===== config.mk =====
export PLATFORM = sky130hd
export DESIGN_NAME = mem_port_arbiter
export DESIGN_NICKNAME = d
export VERILOG_FILES = /design/src/rtl/mem_port_arbiter.sv
export SDC_FILE = /design/constraint.sdc
export NUM_CORES = 1
export LEC_CHECK = 0
export BUFFER_PORTS_ARGS = -buffer_cell sky130_fd_sc_hd__buf_2
export CORE_ASPECT_RATIO = 1.25
export CORE_MARGIN = 1.5
export CORE_UTILIZATION = 31
export CTS_BUF_LIST = sky130_fd_sc_hd__clkbuf_16
export DETAILED_ROUTE_END_ITERATION = 8
export GPL_TIMING_DRIVEN = 1
export PLACE_DENSITY = 0.81
export SLEW_MARGIN = 20
export SYNTH_ARGS = -nofsm -noshare
export SYNTH_HDL_FRONTEND = slang
export SYNTH_SLANG_ARGS = --single-unit

===== constraint.sdc =====
create_clock -name clock -period 1.76 [get_ports clock]
set_input_delay 0.088 -clock clock [delete_from_list [all_inputs] [get_ports clock]]
set_output_delay 0.088 -clock clock [all_outputs]
set_load 0.01 [all_outputs]

===== src/rtl/mem_port_arbiter.sv =====
// Arbitrates a single-port synchronous memory between CPU fetch, CPU data and a host port.
// Data beats fetch unless fetch has starved; the host takes the memory exclusively via a lock FSM.
module mem_port_arbiter #(
  parameter int AW           = 8,
  parameter int DW           = 16,
  parameter int STARVE_LIMIT = 4
) (
  input  logic          clock,
  input  logic          reset,
  input  logic          i_req,
  input  logic [AW-1:0] i_addr,
  output logic          i_gnt,
  output logic          i_rvalid,
  output logic [DW-1:0] i_rdata,
  input  logic          d_req,
  input  logic          d_we,
  input  logic [AW-1:0] d_addr,
  input  logic [DW-1:0] d_wdata,
  output logic          d_gnt,
  output logic          d_rvalid,
  output logic [DW-1:0] d_rdata,
  input  logic          h_lock_req,
  output logic          h_lock_ack,
  input  logic          h_req,
  input  logic          h_we,
  input  logic [AW-1:0] h_addr,
  input  logic [DW-1:0] h_wdata,
  output logic          h_gnt,
  output logic          h_rvalid,
  output logic [DW-1:0] h_rdata,
  output logic          mem_en,
  output logic          mem_we,
  output logic [AW-1:0] mem_addr,
  output logic [DW-1:0] mem_wdata,
  input  logic [DW-1:0] mem_rdata
);

  typedef enum logic [1:0] {RUN, DRAIN, HOST} state_t;

  localparam logic [3:0] LIMIT = 4'(STARVE_LIMIT);

  state_t     state_q, state_d;
  logic [3:0] starve_q, starve_d;
  logic       i_rvalid_q, i_rvalid_d;
  logic       d_rvalid_q, d_rvalid_d;
  logic       h_rvalid_q, h_rvalid_d;

  always_ff @(posedge clock) begin
    if (reset) begin
      state_q    <= RUN;
      starve_q   <= '0;
      i_rvalid_q <= 1'b0;
      d_rvalid_q <= 1'b0;
      h_rvalid_q <= 1'b0;
    end else begin
      state_q    <= state_d;
      starve_q   <= starve_d;
      i_rvalid_q <= i_rvalid_d;
      d_rvalid_q <= d_rvalid_d;
      h_rvalid_q <= h_rvalid_d;
    end
  end

  always_comb begin
    state_d  = state_q;
    starve_d = starve_q;
    i_gnt    = 1'b0;
    d_gnt    = 1'b0;
    h_gnt    = 1'b0;
    case (state_q)
      RUN: begin
        if (h_lock_req) begin
          state_d = DRAIN;
        end else if (i_req && starve_q == LIMIT) begin
          i_gnt = 1'b1;
        end else if (d_req) begin
          d_gnt = 1'b1;
        end else if (i_req) begin
          i_gnt = 1'b1;
        end
        // Counter only moves in RUN; the lock path freezes it.
        if (!i_req || i_gnt)       starve_d = '0;
        else if (starve_q < LIMIT) starve_d = starve_q + 4'd1;
      end
      DRAIN: state_d = h_lock_req ? HOST : RUN;
      HOST: begin
        h_gnt = h_req & h_lock_req;
        if (!h_lock_req) state_d = RUN;
      end
      default: state_d = RUN;
    endcase
    if (reset) begin
      i_gnt = 1'b0;
      d_gnt = 1'b0;
      h_gnt = 1'b0;
    end
  end

  always_comb begin
    mem_en    = i_gnt | d_gnt | h_gnt;
    mem_we    = (d_gnt & d_we) | (h_gnt & h_we);
    mem_addr  = i_addr;
    mem_wdata = '0;
    if (d_gnt) begin
      mem_addr  = d_addr;
      mem_wdata = d_wdata;
    end else if (h_gnt) begin
      mem_addr  = h_addr;
      mem_wdata = h_wdata;
    end
    i_rvalid_d = i_gnt;
    d_rvalid_d = d_gnt & ~d_we;
    h_rvalid_d = h_gnt & ~h_we;
  end

  assign h_lock_ack = (state_q == HOST);
  assign i_rvalid   = i_rvalid_q;
  assign d_rvalid   = d_rvalid_q;
  assign h_rvalid   = h_rvalid_q;
  assign i_rdata    = mem_rdata;
  assign d_rdata    = mem_rdata;
  assign h_rdata    = mem_rdata;

endmodule


==> impl_metrics.py <==
metrics = {
    "worst_hold_path": {
        "hp-class": "input pin to register",
        "holdPathStages": 2,
        "whs_endpoint": "h_rvalid$_SDFF_PP0_",
        "hp-start": "h_we",
    },
    "routing": {
        "route.detailed.drc": 12,
        "dr.pass1.iters": 7,
        "first_iter_violations": 50,
        "post_drt_wl_per_cell_um": 13.3,
        "routed_wl_um": 3200,
        "vias": 1147,
        "viasPerCell": 4.78,
        "ant_nets": 0,
    },
    "clocking": {
        "cts_buffers": 3,
        "clkLatencyLatePin_ps": 240,
        "cts_hold_buf": 0,
        "cts-root-buf": "clkbuf_16",
        "cts_num_sinks": 9,
        "cts_tree": "done",
        "h-tree-depth": 1,
        "cts_buffer_depth": 2,
        "path_clk_slew_ps": 40,
    },
    "cells_and_area": {
        "antennaDiodeCount": 0,
        "syn2layout_area_growth_pct": 29.3,
        "final_common_cell": "buf_2",
        "nFillCells": 364,
        "final_util_pct": 42.8,
        "final_nets": 284,
        "mostFrequentLayoutCells": "buf_2, a22o_1, mux2i_1, nand2_1",
        "drive_above_1_share_pct": 62.2,
    },
    "power_and_ir_drop": {
        "powerDensity_nw_per_um2": 558,
        "sequentialPowerShare_pct": 25.9,
        "switching_share_pct": 25.0,
        "net-switching-power_uw": 211,
        "power_uw": 846,
        "p_leak_nw": 0.783,
        "p_comb_share_pct": 26.4,
        "p_int_uw": 635,
        "power_frac_clock_pct": 47.7,
        "ir_drop_v": 0.000325,
    },
    "logic_synthesis": {
        "yosysSeqAreaShare_pct": 15.4,
        "synth_seq_cells": 9,
        "synthTopCellsByArea": "buf_4, dfxtp_1, a22o_1",
        "synth_edf_count": 0,
        "synth_area_per_cell_sq_um": 8.14,
        "synth_top_cell_by_area": "buf_4",
        "synth_cells": 144,
        "yosysTopAreaCellShare_pct": 31.4,
        "yosys_warnings": 0,
        "async_flop_share_pct": 0,
        "syn-num-nets": 226,
        "netlist-cell-type-count": 27,
        "synth_flop_cell": "dfxtp_1",
        "synth_area_sq_um": 1170,
    },
    "critical_path": {
        "worstSetupEndpointType": "primary output",
        "worst-path-buf-inv": 3,
        "r2r_slack_ps": 170,
        "start_kind": "register",
        "crit_chain": "inv_2 > ha_4 > nand4b_1 > and3_4 > buf_6 > a22o_1 > buf_2",
        "r2r_start": "starve_q[1]$_SDFFE_PP0P_",
        "path_class": "register to primary output",
        "reg2reg_depth": 7,
        "cp_slowest_stage_delay_ps": 330,
        "worstPathRequired_ps": 1670,
        "critPathTopFamily": "buffers and inverters",
        "rr_endpoint": "starve_q[0]$_SDFFE_PP0P_",
        "cp_max_fo": 5,
        "crit_slowest_cell": "dfxtp_2",
        "cp.depth": 7,
        "arrival_ps": 1620,
    },
    "die": {
        "rows": 24,
        "dieArea_sq_um": 4160,
        "core_sq_um": 3540,
        "die_height_um": 71.8,
        "start_util_pct": 33.1,
        "fp.dieW_um": 58.0,
        "ioPinCount": 161,
    },
    "placed_design": {
        "dp_hpwl_um": 2390,
        "port-buffer-count": 96,
        "gp_congestion": 0.796,
    },
    "job": {
        "maxCapViolCount": 0,
    },
    "timing": {
        "setup_tns_ps": 0,
        "clock_skew_ps": 4.11,
        "setup_viol": 0,
        "tightestPinTransition_ps": 340,
        "post-route-period-util_pct": 96.9,
        "grt_setup_unrepaired": "yes",
        "fin_crit_ps": 1710,
        "slew_violations": 0,
        "max_freq_ghz": 0.586,
        "max_slew_margin_pct": 77.1,
        "hold_viol": 0,
    },
    "global_routing": {
        "grt_usage_pct": 13.9,
        "gr-total-overflow": 0,
        "grt_pass1_vias": 1049,
        "grt_max_degree": 29,
        "antenna_found_initial": 0,
        "grt_pass1_wl_um": 4430,
    },
    "outcome": {
        "outcome": "complete, but fails checks",
        "violations": "DRC",
    },
}
==> per-stage QoR <==
stage / cell area [sq um] / hold WS, ps / instances / setup WS (ps)
after floorplan: 1170 / 160 / 144 / 292
after global placement: 1300 / 176 / 226 / 138
after detailed placement: 1300 / 176 / 226 / 123
after CTS: 1420 / 24.4 / 232 / 8.12
after global routing: 1520 / 35.3 / 240 / -14.7
final: 1520 / 27.8 / 240 / 54.0
==> cells by family after synthesis <==
| family | share of synthesized area [%] |
|---|---|
| AND/OR/NAND/NOR | 13.6 |
| flip-flops | 15.4 |
| AO/OA/AOI/OAI | 21.0 |
| adder cells (fa/ha/maj) | 2.13 |
| XOR/XNOR | 0.747 |
| buffers and inverters | 38.5 |
| multiplexers | 8.64 |
==> layout make-up <==
type / count / area [sq um] / share of cell area [%]
clock buffers: 3 / 75.1 / 4.95
clock inverters: 1 / 3.75 / 0.248
inverters: 3 / 11.3 / 0.743
multi-input cells: 76 / 571 / 37.6
flip-flops and latches: 9 / 190 / 12.5
well taps: 39 / 48.8 / 3.22
repair buffers: 109 / 617 / 40.7
==> how the worst max path moves through the flow <==
stage                                  start       endpoint  slack (ps)
CTS                 starve_q[0]$_SDFFE_PP0P_  mem_wdata[14]           8
global route         state_q[0]$_SDFFE_PP0P_  mem_wdata[15]         -10
detailed placement  starve_q[0]$_SDFFE_PP0P_  mem_wdata[14]         120
global placement     state_q[0]$_SDFFE_PP0P_  mem_wdata[13]         140
finish              starve_q[1]$_SDFFE_PP0P_  mem_wdata[15]          50
floorplan           starve_q[0]$_SDFFE_PP0P_  mem_wdata[10]         290
==> state kept, by name, summed over array words and instances (netlist names) <==
signal	cells
state_q	2
starve_q	4
i_rvalid	1
h_rvalid	1
d_rvalid	1
==> synthesized netlist by cell type (3+ instances only) <==
cell type	instances
o21ai_0	3
dfxtp_1	9
a21oi_1	3
nor2_1	3
nand2b_1	4
o21ai_1	8
inv_1	3
a22o_1	17
nand2_1	9
nor2b_1	3
buf_4	49
buf_6	6
mux2i_1	9
==> power groups by stage <==
| stage | sequential, mW | combinational [mW] | clock (mW) |
|---|---|---|---|
| final | 0.219 | 0.223 | 0.404 |
| after global routing | 0.220 | 0.246 | 0.425 |
| after CTS | 0.219 | 0.207 | 0.410 |
| after global placement | 0.221 | 0.196 | 0 |
| after detailed placement | 0.221 | 0.199 | 0 |
| after floorplan | 0.221 | 0.204 | 0 |
==> per-layer routing <==
layer / vias to the layer above / part of all wire (%) / global-route usage (%) / wire [um]
met5: - / 0 / 0 / 0
met3: 11 / 13 / 4.33 / 404
met4: 0 / 1.8 / 8.79 / 58
met2: 68 / 47 / 23.5 / 1490
li1: 568 / - / - / -
met1: 500 / 39 / 14.8 / 1250
==> repair_timing <==
item | 4_1_cts | 5_1_grt
pin swaps | 7 | 5
gates resized for setup | 9 | 10
endpoints found under the setup margin | 25 | 25
gates cloned | 1 | 2
setup buffers | 1 | 6
(Power assumes the default switching activity.)
